File: src/rtl/lsu_hs_if.sv
// Request/response and data-memory handshake bundle for lsu_hs.
// Signal names follow the LSU port list, so i_/o_ are from the LSU's point of view.
interface lsu_hs_if;
    // request port
    logic        i_req_valid;
    logic        o_req_ready;
    logic [31:0] i_lsu_addr;
    logic [31:0] i_st_data;
    logic        i_lsu_wren;
    logic [2:0]  i_control;
    // response port
    logic        o_rsp_valid;
    logic        o_rsp_err;
    logic [31:0] o_ld_data;
    // data-memory port
    logic        o_mem_req;
    logic        o_mem_we;
    logic [13:0] o_mem_addr;
    logic [3:0]  o_mem_be;
    logic [31:0] o_mem_wdata;
    logic        i_mem_ack;
    logic [31:0] i_mem_rdata;

    // LSU side
    modport slave (
        input  i_req_valid, i_lsu_addr, i_st_data, i_lsu_wren, i_control,
        input  i_mem_ack, i_mem_rdata,
        output o_req_ready, o_rsp_valid, o_rsp_err, o_ld_data,
        output o_mem_req, o_mem_we, o_mem_addr, o_mem_be, o_mem_wdata
    );

    // pipeline / memory-model side
    modport master (
        output i_req_valid, i_lsu_addr, i_st_data, i_lsu_wren, i_control,
        output i_mem_ack, i_mem_rdata,
        input  o_req_ready, o_rsp_valid, o_rsp_err, o_ld_data,
        input  o_mem_req, o_mem_we, o_mem_addr, o_mem_be, o_mem_wdata
    );
endinterface

File: src/rtl/lsu_hs.sv
// RV32I load-store unit: valid/ready request, registered one-cycle response,
// req/ack data-memory port with timeout, and memory-mapped LED/HEX/LCD/SW/BTN.
module lsu_hs #(
    parameter int          MEM_TIMEOUT = 255,
    parameter int          SYNC_STAGES = 2,
    parameter logic [31:0] LCD_RST     = 32'h0
) (
    input  logic        i_clk,
    input  logic        i_rst_n,
    lsu_hs_if.slave     bus,
    output logic [31:0] o_io_ledr,
    output logic [31:0] o_io_ledg,
    output logic [6:0]  o_io_hex0,
    output logic [6:0]  o_io_hex1,
    output logic [6:0]  o_io_hex2,
    output logic [6:0]  o_io_hex3,
    output logic [6:0]  o_io_hex4,
    output logic [6:0]  o_io_hex5,
    output logic [6:0]  o_io_hex6,
    output logic [6:0]  o_io_hex7,
    output logic [31:0] o_io_lcd,
    input  logic [31:0] i_io_sw,
    input  logic [3:0]  i_io_btn
);
    localparam int CW = $clog2(MEM_TIMEOUT + 1);

    // IO word addresses (addr[15:2])
    localparam logic [13:0] A_LEDR  = 14'h1C00;  // 0x7000
    localparam logic [13:0] A_LEDG  = 14'h1C04;  // 0x7010
    localparam logic [13:0] A_HEXLO = 14'h1C08;  // 0x7020
    localparam logic [13:0] A_HEXHI = 14'h1C09;  // 0x7024
    localparam logic [13:0] A_LCD   = 14'h1C0C;  // 0x7030
    localparam logic [13:0] A_SW    = 14'h1E00;  // 0x7800
    localparam logic [13:0] A_BTN   = 14'h1E04;  // 0x7810

    typedef enum logic [1:0] {IDLE, MEM_WAIT, RESP} state_t;

    state_t        state_q, state_d;
    logic [CW-1:0] cnt_q, cnt_d;
    logic          rsp_valid_q, rsp_valid_d;
    logic          rsp_err_q, rsp_err_d;
    logic [31:0]   ld_data_q, ld_data_d;
    logic          mem_req_q, mem_req_d;
    logic          mem_we_q, mem_we_d;
    logic [13:0]   mem_addr_q, mem_addr_d;
    logic [3:0]    mem_be_q, mem_be_d;
    logic [31:0]   mem_wdata_q, mem_wdata_d;
    logic [2:0]    ld_ctl_q, ld_ctl_d;
    logic [1:0]    ld_off_q, ld_off_d;
    logic [31:0]   ledr_q, ledr_d, ledg_q, ledg_d, lcd_q, lcd_d;
    logic [7:0][6:0] hex_q, hex_d;
    logic [SYNC_STAGES-1:0][31:0] sw_sync_q;
    logic [SYNC_STAGES-1:0][3:0]  btn_sync_q;

    // request decode
    logic [15:0] a;
    logic [1:0]  off;
    logic [13:0] word;
    logic [2:0]  ctl;
    logic        accept, illegal, misal, dec_err, is_dmem;
    logic [3:0]  be;
    logic [31:0] wdata, io_rdata;
    logic        unused_addr_hi;

    assign a              = bus.i_lsu_addr[15:0];
    assign off            = a[1:0];
    assign word           = a[15:2];
    assign ctl            = bus.i_control;
    assign unused_addr_hi = ^bus.i_lsu_addr[31:16];
    assign accept         = bus.i_req_valid && (state_q == IDLE);
    assign is_dmem        = (a[15:13] == 3'b001);
    assign illegal        = bus.i_lsu_wren ? (ctl > 3'b010)
                                           : (ctl == 3'b011 || ctl == 3'b110 || ctl == 3'b111);
    assign misal          = ((ctl[1:0] == 2'b01) && off[0]) || ((ctl[1:0] == 2'b10) && (off != 2'b00));
    assign dec_err        = illegal || misal;

    // Sign/zero-extend the lane selected by the byte offset.
    function automatic logic [31:0] load_ext(input logic [31:0] w, input logic [1:0] o,
                                             input logic [2:0] f);
        logic [31:0] sh;
        sh = w >> {o, 3'b000};
        case (f)
            3'b000:  return {{24{sh[7]}}, sh[7:0]};
            3'b001:  return {{16{sh[15]}}, sh[15:0]};
            3'b100:  return {24'h0, sh[7:0]};
            3'b101:  return {16'h0, sh[15:0]};
            default: return w;
        endcase
    endfunction

    // Overwrite only the enabled byte lanes.
    function automatic logic [31:0] merge(input logic [31:0] old, input logic [31:0] nw,
                                          input logic [3:0] en);
        logic [31:0] r;
        r = old;
        for (int k = 0; k < 4; k++)
            if (en[k]) r[8*k +: 8] = nw[8*k +: 8];
        return r;
    endfunction

    // Byte enables and lane-replicated store data
    always_comb begin
        case (ctl[1:0])
            2'b00:   begin be = 4'b0001 << off; wdata = {4{bus.i_st_data[7:0]}};  end
            2'b01:   begin be = 4'b0011 << off; wdata = {2{bus.i_st_data[15:0]}}; end
            default: begin be = 4'b1111;        wdata = bus.i_st_data;            end
        endcase
    end

    // IO read mux; unmapped addresses read as zero
    always_comb begin
        io_rdata = '0;
        case (word)
            A_LEDR:  io_rdata = ledr_q;
            A_LEDG:  io_rdata = ledg_q;
            A_HEXLO: io_rdata = {1'b0, hex_q[3], 1'b0, hex_q[2], 1'b0, hex_q[1], 1'b0, hex_q[0]};
            A_HEXHI: io_rdata = {1'b0, hex_q[7], 1'b0, hex_q[6], 1'b0, hex_q[5], 1'b0, hex_q[4]};
            A_LCD:   io_rdata = lcd_q;
            A_SW:    io_rdata = sw_sync_q[SYNC_STAGES-1];
            A_BTN:   io_rdata = {28'h0, btn_sync_q[SYNC_STAGES-1]};
            default: io_rdata = '0;
        endcase
    end

    // Next-state, response and register-file update
    always_comb begin
        state_d     = state_q;
        cnt_d       = cnt_q;
        rsp_valid_d = 1'b0;
        rsp_err_d   = 1'b0;
        ld_data_d   = '0;
        mem_req_d   = mem_req_q;
        mem_we_d    = mem_we_q;
        mem_addr_d  = mem_addr_q;
        mem_be_d    = mem_be_q;
        mem_wdata_d = mem_wdata_q;
        ld_ctl_d    = ld_ctl_q;
        ld_off_d    = ld_off_q;
        ledr_d      = ledr_q;
        ledg_d      = ledg_q;
        lcd_d       = lcd_q;
        hex_d       = hex_q;
        case (state_q)
            IDLE: if (accept) begin
                if (dec_err) begin
                    state_d     = RESP;
                    rsp_valid_d = 1'b1;
                    rsp_err_d   = 1'b1;
                end else if (is_dmem) begin
                    state_d     = MEM_WAIT;
                    cnt_d       = '0;
                    mem_req_d   = 1'b1;
                    mem_we_d    = bus.i_lsu_wren;
                    mem_addr_d  = word;
                    mem_be_d    = be;
                    mem_wdata_d = wdata;
                    ld_ctl_d    = ctl;
                    ld_off_d    = off;
                end else begin
                    state_d     = RESP;
                    rsp_valid_d = 1'b1;
                    if (bus.i_lsu_wren) begin
                        case (word)
                            A_LEDR: ledr_d = merge(ledr_q, wdata, be);
                            A_LEDG: ledg_d = merge(ledg_q, wdata, be);
                            A_LCD:  lcd_d  = merge(lcd_q, wdata, be);
                            A_HEXLO: for (int k = 0; k < 4; k++)
                                if (be[k]) hex_d[k] = wdata[8*k +: 7];
                            A_HEXHI: for (int k = 0; k < 4; k++)
                                if (be[k]) hex_d[k+4] = wdata[8*k +: 7];
                            default: ;
                        endcase
                    end else begin
                        ld_data_d = load_ext(io_rdata, off, ctl);
                    end
                end
            end
            MEM_WAIT: begin
                // ack beats timeout when both land in the same cycle
                if (bus.i_mem_ack) begin
                    state_d     = RESP;
                    mem_req_d   = 1'b0;
                    rsp_valid_d = 1'b1;
                    ld_data_d   = mem_we_q ? '0 : load_ext(bus.i_mem_rdata, ld_off_q, ld_ctl_q);
                end else if (cnt_q == CW'(MEM_TIMEOUT - 1)) begin
                    state_d     = RESP;
                    mem_req_d   = 1'b0;
                    rsp_valid_d = 1'b1;
                    rsp_err_d   = 1'b1;
                end else begin
                    cnt_d = cnt_q + 1'b1;
                end
            end
            RESP:    state_d = IDLE;
            default: state_d = IDLE;
        endcase
    end

    // State and datapath registers
    always_ff @(posedge i_clk or negedge i_rst_n) begin
        if (!i_rst_n) begin
            state_q     <= IDLE;
            cnt_q       <= '0;
            rsp_valid_q <= 1'b0;
            rsp_err_q   <= 1'b0;
            ld_data_q   <= '0;
            mem_req_q   <= 1'b0;
            mem_we_q    <= 1'b0;
            mem_addr_q  <= '0;
            mem_be_q    <= '0;
            mem_wdata_q <= '0;
            ld_ctl_q    <= '0;
            ld_off_q    <= '0;
            ledr_q      <= '0;
            ledg_q      <= '0;
            lcd_q       <= LCD_RST;
            hex_q       <= '0;
        end else begin
            state_q     <= state_d;
            cnt_q       <= cnt_d;
            rsp_valid_q <= rsp_valid_d;
            rsp_err_q   <= rsp_err_d;
            ld_data_q   <= ld_data_d;
            mem_req_q   <= mem_req_d;
            mem_we_q    <= mem_we_d;
            mem_addr_q  <= mem_addr_d;
            mem_be_q    <= mem_be_d;
            mem_wdata_q <= mem_wdata_d;
            ld_ctl_q    <= ld_ctl_d;
            ld_off_q    <= ld_off_d;
            ledr_q      <= ledr_d;
            ledg_q      <= ledg_d;
            lcd_q       <= lcd_d;
            hex_q       <= hex_d;
        end
    end

    // Synchronisers for the asynchronous switch/button inputs
    always_ff @(posedge i_clk or negedge i_rst_n) begin
        if (!i_rst_n) begin
            sw_sync_q  <= '0;
            btn_sync_q <= '0;
        end else begin
            sw_sync_q  <= {sw_sync_q[SYNC_STAGES-2:0], i_io_sw};
            btn_sync_q <= {btn_sync_q[SYNC_STAGES-2:0], i_io_btn};
        end
    end

    assign bus.o_req_ready = (state_q == IDLE);
    assign bus.o_rsp_valid = rsp_valid_q;
    assign bus.o_rsp_err   = rsp_err_q;
    assign bus.o_ld_data   = ld_data_q;
    assign bus.o_mem_req   = mem_req_q;
    assign bus.o_mem_we    = mem_we_q;
    assign bus.o_mem_addr  = mem_addr_q;
    assign bus.o_mem_be    = mem_be_q;
    assign bus.o_mem_wdata = mem_wdata_q;
    assign o_io_ledr = ledr_q;
    assign o_io_ledg = ledg_q;
    assign o_io_lcd  = lcd_q;
    assign o_io_hex0 = hex_q[0];
    assign o_io_hex1 = hex_q[1];
    assign o_io_hex2 = hex_q[2];
    assign o_io_hex3 = hex_q[3];
    assign o_io_hex4 = hex_q[4];
    assign o_io_hex5 = hex_q[5];
    assign o_io_hex6 = hex_q[6];
    assign o_io_hex7 = hex_q[7];
endmodule

File: src/flat_wrapper.sv
// flat-port wrapper written by rule: the top's interface ports become plain ports
module lsu_hs_flat 
#(
    parameter int          MEM_TIMEOUT = 255,
    parameter int          SYNC_STAGES = 2,
    parameter logic [31:0] LCD_RST     = 32'h0
)
  (i_clk, i_rst_n, o_io_ledr, o_io_ledg, o_io_hex0, o_io_hex1, o_io_hex2, o_io_hex3, o_io_hex4, o_io_hex5, o_io_hex6, o_io_hex7, o_io_lcd, i_io_sw, i_io_btn, bus_i_req_valid, bus_i_lsu_addr, bus_i_st_data, bus_i_lsu_wren, bus_i_control, bus_i_mem_ack, bus_i_mem_rdata, bus_o_req_ready, bus_o_rsp_valid, bus_o_rsp_err, bus_o_ld_data, bus_o_mem_req, bus_o_mem_we, bus_o_mem_addr, bus_o_mem_be, bus_o_mem_wdata);
  lsu_hs_if bus_i ();
  input  logic i_clk;
  input  logic i_rst_n;
  output logic [31:0] o_io_ledr;
  output logic [31:0] o_io_ledg;
  output logic [6:0] o_io_hex0;
  output logic [6:0] o_io_hex1;
  output logic [6:0] o_io_hex2;
  output logic [6:0] o_io_hex3;
  output logic [6:0] o_io_hex4;
  output logic [6:0] o_io_hex5;
  output logic [6:0] o_io_hex6;
  output logic [6:0] o_io_hex7;
  output logic [31:0] o_io_lcd;
  input  logic [31:0] i_io_sw;
  input  logic [3:0] i_io_btn;
  input wire logic [$bits(bus_i.i_req_valid)-1:0] bus_i_req_valid;
  input wire logic [$bits(bus_i.i_lsu_addr)-1:0] bus_i_lsu_addr;
  input wire logic [$bits(bus_i.i_st_data)-1:0] bus_i_st_data;
  input wire logic [$bits(bus_i.i_lsu_wren)-1:0] bus_i_lsu_wren;
  input wire logic [$bits(bus_i.i_control)-1:0] bus_i_control;
  input wire logic [$bits(bus_i.i_mem_ack)-1:0] bus_i_mem_ack;
  input wire logic [$bits(bus_i.i_mem_rdata)-1:0] bus_i_mem_rdata;
  output wire logic [$bits(bus_i.o_req_ready)-1:0] bus_o_req_ready;
  output wire logic [$bits(bus_i.o_rsp_valid)-1:0] bus_o_rsp_valid;
  output wire logic [$bits(bus_i.o_rsp_err)-1:0] bus_o_rsp_err;
  output wire logic [$bits(bus_i.o_ld_data)-1:0] bus_o_ld_data;
  output wire logic [$bits(bus_i.o_mem_req)-1:0] bus_o_mem_req;
  output wire logic [$bits(bus_i.o_mem_we)-1:0] bus_o_mem_we;
  output wire logic [$bits(bus_i.o_mem_addr)-1:0] bus_o_mem_addr;
  output wire logic [$bits(bus_i.o_mem_be)-1:0] bus_o_mem_be;
  output wire logic [$bits(bus_i.o_mem_wdata)-1:0] bus_o_mem_wdata;
  assign bus_i.i_req_valid = bus_i_req_valid;
  assign bus_i.i_lsu_addr = bus_i_lsu_addr;
  assign bus_i.i_st_data = bus_i_st_data;
  assign bus_i.i_lsu_wren = bus_i_lsu_wren;
  assign bus_i.i_control = bus_i_control;
  assign bus_i.i_mem_ack = bus_i_mem_ack;
  assign bus_i.i_mem_rdata = bus_i_mem_rdata;
  assign bus_o_req_ready = bus_i.o_req_ready;
  assign bus_o_rsp_valid = bus_i.o_rsp_valid;
  assign bus_o_rsp_err = bus_i.o_rsp_err;
  assign bus_o_ld_data = bus_i.o_ld_data;
  assign bus_o_mem_req = bus_i.o_mem_req;
  assign bus_o_mem_we = bus_i.o_mem_we;
  assign bus_o_mem_addr = bus_i.o_mem_addr;
  assign bus_o_mem_be = bus_i.o_mem_be;
  assign bus_o_mem_wdata = bus_i.o_mem_wdata;
  lsu_hs #(.MEM_TIMEOUT(MEM_TIMEOUT), .SYNC_STAGES(SYNC_STAGES), .LCD_RST(LCD_RST)) u_core (.i_clk(i_clk), .i_rst_n(i_rst_n), .bus(bus_i), .o_io_ledr(o_io_ledr), .o_io_ledg(o_io_ledg), .o_io_hex0(o_io_hex0), .o_io_hex1(o_io_hex1), .o_io_hex2(o_io_hex2), .o_io_hex3(o_io_hex3), .o_io_hex4(o_io_hex4), .o_io_hex5(o_io_hex5), .o_io_hex6(o_io_hex6), .o_io_hex7(o_io_hex7), .o_io_lcd(o_io_lcd), .i_io_sw(i_io_sw), .i_io_btn(i_io_btn));
endmodule
File: config.mk
export PLATFORM = sky130hd
export DESIGN_NAME = lsu_hs_flat
export DESIGN_NICKNAME = d
export VERILOG_FILES = /design/src/rtl/lsu_hs_if.sv /design/src/rtl/lsu_hs.sv /design/src/flat_wrapper.sv
export SDC_FILE = /design/constraint.sdc
export NUM_CORES = 1
export LEC_CHECK = 0
export CAP_MARGIN = 20
export CORE_MARGIN = 3
export CORE_UTILIZATION = 53
export CTS_BUF_LIST = sky130_fd_sc_hd__clkbuf_16
export DETAILED_ROUTE_END_ITERATION = 10
export HOLD_SLACK_MARGIN = 0.1
export PLACE_DENSITY = 0.86
export SLEW_MARGIN = 20
export SYNTH_ARGS = -nofsm -noshare
export SYNTH_HDL_FRONTEND = slang
export SYNTH_SLANG_ARGS = --single-unit
File: constraint.sdc
create_clock -name i_clk -period 5.3 [get_ports i_clk]
set_clock_uncertainty 0.2 [all_clocks]
set_input_delay 1.59 -clock i_clk [delete_from_list [all_inputs] [get_ports i_clk]]
set_output_delay 1.59 -clock i_clk [all_outputs]
set_load 0.05 [all_outputs]
# Yosys cells after proc, flatten, opt, wreduce, memory -nomap -nowiden
# Cells that the tools add are included.
# totals
reg_bits,325
inputBits,140
output_inout_bits,239
elab_cells,149
# classes
addsub,1
order_cmp,1
n_eq_ne,27
shift,4
muxes,41
n_bitwise,2
n_reduce_logical,37
# ops
op,count
32-bit one-hot mux with 4 select lines,2
32-bit one-hot mux with 7 select lines,1
32-bit 2-to-1 mux,6
7-bit AND reduction,20
32-bit one-hot mux with 2 select lines,2
"14-bit by 13-bit == test with 1-bit output, second input constant",7
32-bit by 5-bit right shift with 16-bit output,2
8-bit 2-to-1 mux,5
"3-bit == test, second input constant",6
8-bit one-hot mux with 2 select lines,1
1-bit 2-to-1 mux,14
2-bit 2-to-1 mux,5
"3-bit by 1-bit == test with 1-bit output, second input constant",3
"8-bit by 1-bit adder with 8-bit output, second input constant",1
"8-bit == test, second input constant",1
4-bit one-hot mux with 2 select lines,1
3-bit zero test,2
"2-bit inequality test, second input constant",3
1-bit one-hot mux with 2 select lines,3
6-bit AND reduction,1
5-bit AND reduction,1
"2-bit by 1-bit == test with 1-bit output, second input constant",2
2-bit zero test,2
1-bit logical OR,4
other kinds (13),18

# Logic depth before layout (Yosys ltp)
# Gate-level depths: netlist of the first run.
# depth
depth_word,9
depth_mapped,10
ltp_nobuf,8

# Worst setup path before layout of the first run
# No wires, ideal clock.
# synth_path
kind,in2reg
from,input bus_i_lsu_addr[1]
to,"register u_core.ledr_q[10], in the netlist u_core.o_io_ledr[10]"
setup_time_ns,0.125
arrival_time_ns,3.704
required_time_ns,4.975
path_slack_ns,1.271
path_stages,9
path_buffers,3
cell_sequence,buf_6 -> or4_4 -> and2_4 -> buf_6 -> nor3_2 -> nand2_2 -> or4_1 -> buf_6 -> mux2_4
# synth_between
elab_chain_len,6
elab_cells_between_ends,9
classes_between,shift: 2; mux: 1; bitwise: 1; reduce/logical: 5
# synth_lines
item,line,rtl
start: declaration,flat_wrapper.sv:26,input wire logic [$bits(bus_i.i_lsu_addr)-1:0] bus_i_lsu_addr;
branches (longest 5 deep; another with 2-bit by 2-bit << shifter with 4-bit output),n/a,
7-bit AND reduction (no source line) *,n/a,
end signal: assignment,lsu_hs.sv:231,ledr_q <= ledr_d;
end: declaration,lsu_hs.sv:50,"logic [31:0] ledr_q, ledr_d, ledg_q, ledg_d, lcd_q, lcd_d;"
# Every way passes the cells marked *.
# A chain may end at the register's enable or synchronous reset.

# Worst setup path in the final report of the first run
# layout_path
from,input bus_i_lsu_addr[10]
to,"register u_core.ld_data_q[1], in the netlist u_core.bus.o_ld_data[1]"
# layout_between
elab_chain_len,9
elab_cells_between_ends,15
classes_between,eq/ne: 7; shift: 1; mux: 7
# layout_lines
item,line,rtl
14-bit by 13-bit == test with 1-bit output,lsu_hs.sv:113,case (word)
32-bit one-hot mux with 7 select lines *,lsu_hs.sv:113,
32-bit by 5-bit right shift with 16-bit output,lsu_hs.sv:81,"sh = w >> {o, 3'b000};"
32-bit one-hot mux with 4 select lines *,lsu_hs.sv:82,case (f)
32-bit 2-to-1 mux *,lsu_hs.sv:162,if (bus.i_lsu_wren) begin
32-bit 2-to-1 mux *,lsu_hs.sv:149,end else if (is_dmem) begin
32-bit 2-to-1 mux *,lsu_hs.sv:145,if (dec_err) begin
32-bit 2-to-1 mux *,lsu_hs.sv:144,IDLE: if (accept) begin
32-bit one-hot mux with 2 select lines *,lsu_hs.sv:143,case (state_q)
named net u_core.ld_data_d[1],lsu_hs.sv:42,"logic [31:0] ld_data_q, ld_data_d;"
end signal: assignment,lsu_hs.sv:223,ld_data_q <= ld_data_d;
end: declaration,lsu_hs.sv:42,
# The timed path passes the listed nets; every way through them passes the cells marked *.

==> results of run 1 <==
area by class of cell:
| cell class | count | area (µm²) | area share, % |
|---|---|---|---|
| inverters | 28 | 105.1 | 0.5288 |
| multi-input cells | 909 | 6082 | 30.60 |
| flip-flops and latches | 325 | 8133 | 40.92 |
| clock buffers | 35 | 875.8 | 4.406 |
| clock inverters | 26 | 165.2 | 0.8309 |
| repair buffers | 421 | 4086 | 20.56 |
| diodes | 1 | 2.502 | 0.01259 |
| well taps | 341 | 426.7 | 2.147 |
worst max-delay path: stages:
cell and delay, ns:
clkdlybuf4s50_1 0.55, or4b_2 0.73, or4_1 0.72, o22ai_1 0.36
a221oi_1 0.22, a32o_1 0.36, o31ai_1 0.22
final timing paths:
kind	start	to	cells past startpoint
worst max-delay path	bus_i_lsu_addr[10]	u_core.bus.o_ld_data[1]$_DFF_PN0_	7
worst min-delay path	u_core.sw_sync_q[3]$_DFF_PN0_	u_core.sw_sync_q[35]$_DFF_PN0_	0
worst max register to register	u_core.ld_off_q[1]$_DFFE_PN0P_	u_core.bus.o_ld_data[10]$_DFF_PN0_	5
worst min register to register	u_core.sw_sync_q[3]$_DFF_PN0_	u_core.sw_sync_q[35]$_DFF_PN0_	0
max in group asynchronous	i_rst_n	u_core.o_io_hex5[6]$_DFFE_PN0P_	2
min in group asynchronous	i_rst_n	u_core.cnt_q[5]$_DFFE_PN0P_	1
sequential cells by signal, indices dropped and copies added (netlist names), 8 cells and up:
name	count
u_core.btn_sync_q	8
u_core.bus.o_ld_data	32
u_core.sw_sync_q	64
u_core.o_io_lcd	32
u_core.o_io_ledr	32
u_core.bus.o_mem_wdata	32
u_core.o_io_ledg	32
u_core.cnt_q	8
u_core.bus.o_mem_addr	14
power breakdown:
part           internal (W)  switching [W]
Clock               0.00126       0.000985
Combinational      0.000380       0.000725
Sequential          0.00261       0.000114
Total               0.00425        0.00182
synth_stat cells (all sizes together) (4+ instances only):
cell,instances,share of area (%)
o221ai,10,0.60
dfrtp,325,56
nand2b,4,0.17
inv,27,0.69
a21oi,59,2.0
o2bb2ai,7,0.42
and2,10,0.44
o21ai,110,3.8
a32oi,7,0.42
clkbuf,56,1.4
a221oi,16,1.0
nor3,10,0.52
nor2b,19,0.81
or4,7,0.41
nor3b,5,0.26
nor2,77,2.1
nor4,15,1.2
nand3,26,0.89
o31ai,15,0.77
nand4,11,0.51
xor2,4,0.24
a221o,5,0.34
or4b,4,0.27
nand2,206,5.3
o22ai,25,1.1
or3,4,0.17
buf,25,0.92
a222oi,11,0.75
a22o,5,0.30
mux2i,57,3.9
mux2,106,8.4
a22oi,20,1.0
a31oi,6,0.26
placed cells by master (no fill, tap or decap), drive strengths merged, types with 6 or more instances in the layout:
cell / netlist / layout
a21oi: 59 / 59
a221oi: 16 / 16
a222oi: 11 / 11
a22oi: 20 / 20
a31oi: 6 / 6
a32oi: 7 / 7
and2: 10 / 10
buf: 25 / 62
clkbuf: 56 / 35
clkdlybuf4s50: 0 / 359
clkinv: 1 / 21
dfrtp: 325 / 325
inv: 27 / 31
mux2: 106 / 106
mux2i: 57 / 57
nand2: 206 / 206
nand3: 26 / 26
nand4: 11 / 11
nor2: 77 / 77
nor2b: 19 / 19
nor3: 10 / 10
nor4: 15 / 15
o21ai: 110 / 110
o221ai: 10 / 10
o22ai: 25 / 25
o2bb2ai: 7 / 7
o31ai: 15 / 15
or4: 7 / 7
cell families after synthesis:
logic type / synth area share [%]
simple gates: 14.32
flops: 55.62
compound gates: 14.16
mux: 12.42
buf+inv: 3.072
xor+xnor: 0.2396
fa+ha+maj: 0.1711
through the flow:
stage / util, % / instance area [µm²] / std cells / hold slack (ns) / power (W)
after floorplan: - / 14620 / 1343 / 0.1312 / 0.003362
after global routing: 73.54 / 19870 / 2085 / 0.1521 / 0.006264
after global placement: 69.69 / 18830 / 2024 / 0.1331 / 0.003838
after detailed placement: 69.69 / 18830 / 2024 / 0.1347 / 0.003862
final: 73.55 / 19880 / 2086 / 0.1484 / 0.006072
after CTS: 73.54 / 19870 / 2085 / 0.1479 / 0.006082
layer usage:
metal / up-vias / share of wire (%) / GRT usage [%]
li1: 5616 / - / -
met1: 6445 / 38 / 47.37
met2: 926 / 46 / 56.20
met3: 173 / 10 / 8.253
met4: 4 / 5.0 / 14.89
met5: - / 0.039 / 0
==> results.cfg, run 1 <==
[outcome]
status = complete, no violations

[worst_setup_path]
required_ns = 5.51
end_kind = register
r2r_slack_ns = 2.22
cp.arrival_ns = 4.76
cp_max_fo = 7
path_class = primary input to register
start_kind = primary input

[placed_design]
post-dp-hpwl_mm = 39.84
portBuffers = 362
place_ws_ns = 0.3633
gp_congestion = 0.9658

[yosys]
yosys_register_bits = 325
synth_area_um2 = 14620
syn-num-nets = 1485
synthDistinctLibCells = 76
synthFlopType = dfrtp_1
syn_area_per_cell_um2 = 10.89
async_flop_share_pct = 100.0
synth-seq-area-share_pct = 55.62
synthCells = 1343
ys.warnings.count = 0
synth_edf_count = 0

[clocking]
cts-buffers-inserted = 35
clock-root-buffer = clkbuf_16
cts_resized = 0
cts_tree = done
postCtsSetupBuffers = 0
clock_latency_ns = 0.52
htreeDepth = 2
clk_pin_slew_ns = 0.06
clock_sinks = 325
ctsHoldBuffers = 0
clk_path_buf_depth = 3

[timing]
slew_headroom_pct = 31.35
maxSlewViolCount = 0
rsz0062_at_grt = no
fmax_mhz = 219.8
fin_crit_ns = 4.549
layout_setup_ws_ns = 0.7508
worst_pin_slew_ns = 1.030
setup-tns-final_ns = 0
timing.final.hold_violations = 0
final-setup-viol-count = 0
period_share_pct = 85.83

[cells_and_area]
layout.nets = 1862
area_delta_synth_final_pct = 35.93
nFillCells = 1828
post_route_cells_drive_above_1_share_pct = 14.33

[die]
core-area_um2 = 27030
die_h_um = 172.1
start_util_pct = 54.11
fp-row-count = 60
ioPinCount = 379
dieArea_um2 = 29620
die_w_um = 172.1

[grt]
overflow = 0
grt_pass1_vias = 12886
grt_use_total_pct = 35.43
grt_max_degree = 113
grt_pass1_wl_mm = 78.91
antenna_found_initial = 2

[job]
maxCapViolations = 0

[detailed_routing]
drt-initial-drc-count = 1911
wl_per_cell_um = 25.67
firstDrtPassIters = 7
drc = 0
viasPerCell = 6.311
totalWireLength_mm = 53.54
postRouteAntennaNets = 0
vias = 13164

[power]
power.density_nw_per_um2 = 305.5
leakage_nw = 8.770
irDropWorstVdd_uv = 330.3

[hold_path]
min_path_type = register to register
(Power assumes the default switching activity.)
==> inputs of run 2 (changes only) <==
CORE_UTILIZATION = 32   (was 53)
PLACE_DENSITY = not set   (was 0.86)
==> run 2 against run 1 <==
Sequential power about the same. Maximum frequency up 0.63%. Clock power up 18%. Worst hold slack worse by 0.0063 ns. Power up 6.8%. Register-to-register slack better by 0.12 ns. Global-route usage down 11 points. Die area up 63%. Largest power group unchanged. Highest routed layer unchanged.
==> results.cfg, run 2 (synthesis results as in run 1) <==
[outcome]
status = complete, no violations

[grt]
overflow = 0
grt_pass1_vias = 12617
grt_use_total_pct = 24.19
grt_max_degree = 120
antenna_found_initial = 8
grt_pass1_wl_mm = 85.48

[clocking]
htreeDepth = 2
clock-root-buffer = clkbuf_16
cts-buffers-inserted = 38
clock_sinks = 325
clk_path_buf_depth = 3
cts_tree = done
ctsHoldBuffers = 0
clk_pin_slew_ns = 0.06
cts_resized = 0
clock_latency_ns = 0.55
postCtsSetupBuffers = 0

[die]
die_h_um = 219.8
die_w_um = 219.8
start_util_pct = 32.71
dieArea_um2 = 48300
core-area_um2 = 44700
fp-row-count = 77
ioPinCount = 379

[detailed_routing]
viasPerCell = 5.289
vias = 12462
drc = 0
totalWireLength_mm = 59.57
wl_per_cell_um = 25.28
drt-initial-drc-count = 1161
postRouteAntennaNets = 0
firstDrtPassIters = 6

[worst_setup_path]
cp.arrival_ns = 4.77
r2r_start = u_core.ld_off_q[1]$_DFFE_PN0P_
crit_chain = clkdlybuf4s50_1 > or3b_2 > or4_1 > o22ai_1 > a221oi_1 > a32o_1 > o31ai_1
path_class = primary input to register
path_buf_inv = 1
cp_top_family = simple AND/OR/NAND/NOR gates
required_ns = 5.55
reg2reg_to = u_core.bus.o_ld_data[11]$_DFF_PN0_
start_kind = primary input
max_stage_delay_ns = 0.80
cp_max_fo = 7
ff2ff_path_depth = 5
end_kind = register
r2r_slack_ns = 2.34
cp_slowest_cell = or4_1

[placed_design]
place_ws_ns = 0.3386
gp_congestion = 0.9201
portBuffers = 362
dpl_cell_area_um2 = 19260
post-dp-hpwl_mm = 45.41

[cells_and_area]
post_route_cells_drive_above_1_share_pct = 15.11
layout.nets = 1875
area_delta_synth_final_pct = 40.34
regMostFlops = u_core.sw_sync_q
nFillCells = 4310
final_cell_mix = 359 x clkdlybuf4s50_1, 325 x dfrtp_1, 204 x nand2_1, 107 x o21ai_0, 98 x mux2_2
layout_commonest_cell = clkdlybuf4s50_1
largest_register_ffs = 64
fin_area_um2 = 20520

[timing]
layout_setup_ws_ns = 0.7794
period_share_pct = 85.29
slew_headroom_pct = 28.40
timing.final.hold_violations = 0
fmax_mhz = 221.2
final-setup-viol-count = 0
fin_crit_ns = 4.521
setup-tns-final_ns = 0
maxSlewViolCount = 0
worst_pin_slew_ns = 1.074
rsz0062_at_grt = no

[hold_path]
whs_endpoint = u_core.sw_sync_q[42]$_DFF_PN0_
min_path_type = register to register
hp-start = u_core.sw_sync_q[10]$_DFF_PN0_
hold-path-cell-count = 0

[job]
maxCapViolations = 0

[power]
power.density_nw_per_um2 = 316.0
pwr-share-comb_pct = 17.4
pwr-share-clk_pct = 40.7
seqPwrFrac_pct = 41.9
internal_power_w = 0.004586
leakage_nw = 8.942
switchingPower_w = 0.001899
irDropWorstVdd_uv = 255.3
swShare_pct = 29.28
-- run 2: cell types whose count changed in the layout (fill, tap and decap cells not counted) --
| cell | delta |
|---|---|
| clkbuf_16 | +6 |
| clkinv_1 | -3 |
| buf_12 | +3 |
| clkinv_2 | -3 |
| clkinv_4 | +2 |
| inv_1 | +4 |
| clkinv_8 | -2 |
| bufinv_16 | +3 |
| diode_2 | +2 |
| buf_4 | +7 |
-- run 2: layer usage --
layer / global-route usage (%) / vias up / part of all wire, %
met5: 0 / - / 0.086
met4: 7.019 / 8 / 2.6
met3: 6.260 / 78 / 8.4
met2: 38.26 / 527 / 46
met1: 32.87 / 6206 / 43
li1: - / 5643 / -
-- run 2: final cells by class --
type                    instances  area [µm²]  area share [%]
well taps                     592       740.7           3.609
flip-flops and latches        325        8133           39.63
clock buffers                  41        1026           4.999
diodes                          3       7.507         0.03658
inverters                      28       105.1          0.5121
multi-input cells             909        6082           29.64
repair buffers                431        4199           20.46
clock inverters                27       229.0           1.116
-- run 2: through the flow --
step | std cells | util, % | total power (W) | hold slack [ns]
5_1_grt | 2353 | 45.89 | 0.006733 | 0.1420
3_5_place_dp | 2285 | 43.08 | 0.003887 | 0.1347
3_3_place_gp | 2285 | 43.08 | 0.003878 | 0.1346
4_1_cts | 2353 | 45.89 | 0.006557 | 0.1461
6_report | 2356 | 45.91 | 0.006484 | 0.1420
2_1_floorplan | 1343 | - | 0.003362 | 0.1312
-- run 2: worst max path at each step --
stage,cells past startpoint,startpoint,endpoint
2_1_floorplan,9,bus_i_lsu_addr[1],u_core.o_io_ledr[10]$_DFFE_PN0P_
3_3_place_gp,7,bus_i_lsu_addr[13],u_core.bus.o_ld_data[1]$_DFF_PN0_
3_5_place_dp,7,bus_i_lsu_addr[13],u_core.bus.o_ld_data[1]$_DFF_PN0_
4_1_cts,7,bus_i_lsu_addr[13],u_core.bus.o_ld_data[1]$_DFF_PN0_
5_1_grt,9,bus_i_lsu_addr[7],u_core.bus.o_ld_data[11]$_DFF_PN0_
6_report,7,bus_i_lsu_addr[13],u_core.bus.o_ld_data[1]$_DFF_PN0_
-- run 2: power by group through the flow --
stage | Clock (W) | Combinational (W) | Sequential [W]
after floorplan | 0 | 0.000313 | 0.00305
after global placement | 0 | 0.00112 | 0.00275
after detailed placement | 0 | 0.00113 | 0.00276
after CTS | 0.00271 | 0.00113 | 0.00271
after global routing | 0.00281 | 0.00120 | 0.00273
final | 0.00264 | 0.00113 | 0.00271
==> patch: new RTL, flow settings as in run 1 <==
`MEM_TIMEOUT` is set to 255 in 2 places; all go to 510.
--- a/src/rtl/lsu_hs.sv
+++ b/src/rtl/lsu_hs.sv
@@ -2,5 +2,5 @@
 // req/ack data-memory port with timeout, and memory-mapped LED/HEX/LCD/SW/BTN.
 module lsu_hs #(
-    parameter int          MEM_TIMEOUT = 255,
+    parameter int          MEM_TIMEOUT = 510,
     parameter int          SYNC_STAGES = 2,
     parameter logic [31:0] LCD_RST     = 32'h0
--- a/src/flat_wrapper.sv
+++ b/src/flat_wrapper.sv
@@ -2,5 +2,5 @@
 module lsu_hs_flat 
 #(
-    parameter int          MEM_TIMEOUT = 255,
+    parameter int          MEM_TIMEOUT = 510,
     parameter int          SYNC_STAGES = 2,
     parameter logic [31:0] LCD_RST     = 32'h0
Function: not settled (the Yosys comparison gave no result); the edit may change what the design does.
==> patch against run 1 <==
- power grew 3.0%
- die area shrank 1.3%
- wire length shrank 5.0%
- clock power grew 9.4%
- cell area shrank 0.81%
- synthesized area shrank 1.4%
- sequential cell count grew 1
- worst setup slack lost 0.25 ns
- first-iteration DRC count shrank 16%
- largest cell class unchanged
==> patch: results (changes against run 1) <==
Timing
  • Worst slew margin: 27.8% (-3.6 points)

Detailed routing
  • Met3 wire length: 4.57 mm (-18%)
  • DRT iter0 DRCs: 1,599 (-16%)
  • Met1 Wirelength: 19.6 mm (-4.0%)
  • Vias per std cell: 6.20 (-1.7%)
  • Met2 wire length: 24.4 mm (-1.9%)
  • Routed WL: 50.9 mm (-5.0%)

Setup path
  • Worst setup path start: bus_i_lsu_addr[15]
  • CP Max Fanout: 16 (+9)
  • Flop2flop setup slack: 2.05 ns (-0.17 ns)
  • Crit path largest cell delay: 0.97 ns (+0.24 ns)
  • R2R cell count: 7 (+2)
  • RR Startpoint: u_core.ld_off_q[0]
  • CP arrival: 4.92 ns (+0.16 ns)

GRT
  • Overall Global Routing Usage: 34.2% (-1.2 points)
  • First-pass GRT wire length: 76.1 mm (-3.5%)
  • Antenna violations before repair: 4 (+2)
  • GRT met2 Usage: 55.9% (-0.26 points)
  • GR Util met1: 44.7% (-2.7 points)
  • Vias in the first global route: 12.5k (-3.3%)

Yosys
  • Synth Area in Compound Gates: 12.5% (-1.7 points)
  • Synth area leaders: dfrtp_1 (57%), mux2_2 (13%), nand2_1 (6.2%), o21ai_0 (3.6%), mux2i_1 (2.2%)
  • Multiplexer area fraction after synthesis: 15.5% (+3.1 points)
  • Sequential fraction of the synthesis area: 56.6% (+0.94 points)
  • Post-synthesis xor/xnor area fraction: 0.425% (+0.19 points)
  • Most instantiated cells after synthesis: dfrtp_1 (326), nand2_1 (238), mux2_2 (169), o21ai_0 (105), nor2_1 (72)
  • Synth Area in Adders: 0.173% (+0.0023 points)
  • Mapped Nets: 1,431 (-3.6%)

Layout
  • Final net count: 1,800 (-3.3%)
  • Layout cells sized above 1: 17.1% (+2.7 points)

Place
  • Post-DP HPWL: 36.9 mm (-7.5%)

Worst hold path
  • Hold Path Sink: u_core.sw_sync_q[62]

Power
  • LEAKAGE: 8.78 nW (+0.11%)
  • Peak VDD IR: 0.223 mV (-33%)

Outcome
  • Status: completed
-- patch: cell count changes after synthesis, sizes merged, moves of 18 or more --
cell and change:
a22oi +18, mux2i -26, o22ai -23, mux2 +63, nand2 +32, a21oi -34
o211ai +25, inv -21
-- patch: metrics by stage --
stage                     cell area, sq um  utilization, %  std cells  setup WS, ns  hold WS (ns)
after floorplan                      14400               -       1289          1.23         0.131
after detailed placement             18600            70.3       1956         0.146         0.135
after global placement               18600            70.3       1956         0.229         0.133
after global routing                 19700            74.6       2019         0.302         0.153
final                                19700            74.6       2019         0.506         0.146
after CTS                            19700            74.6       2017         0.650         0.148
-- patch: report_power, final --
group	internal, mW	switching, mW
Sequential	2.62	0.102
Clock	1.45	1.00
Combinational	0.368	0.706
-- patch: cell type report --
type	instances	area (sq um)
fill	1749	6710
tap	335	419
inverter	7	26.3
multi-input combinational	881	5960
antenna	2	5.00
timing repair buffer	407	4000
clock buffer	35	876
clock inverter	26	264
sequential	326	8160
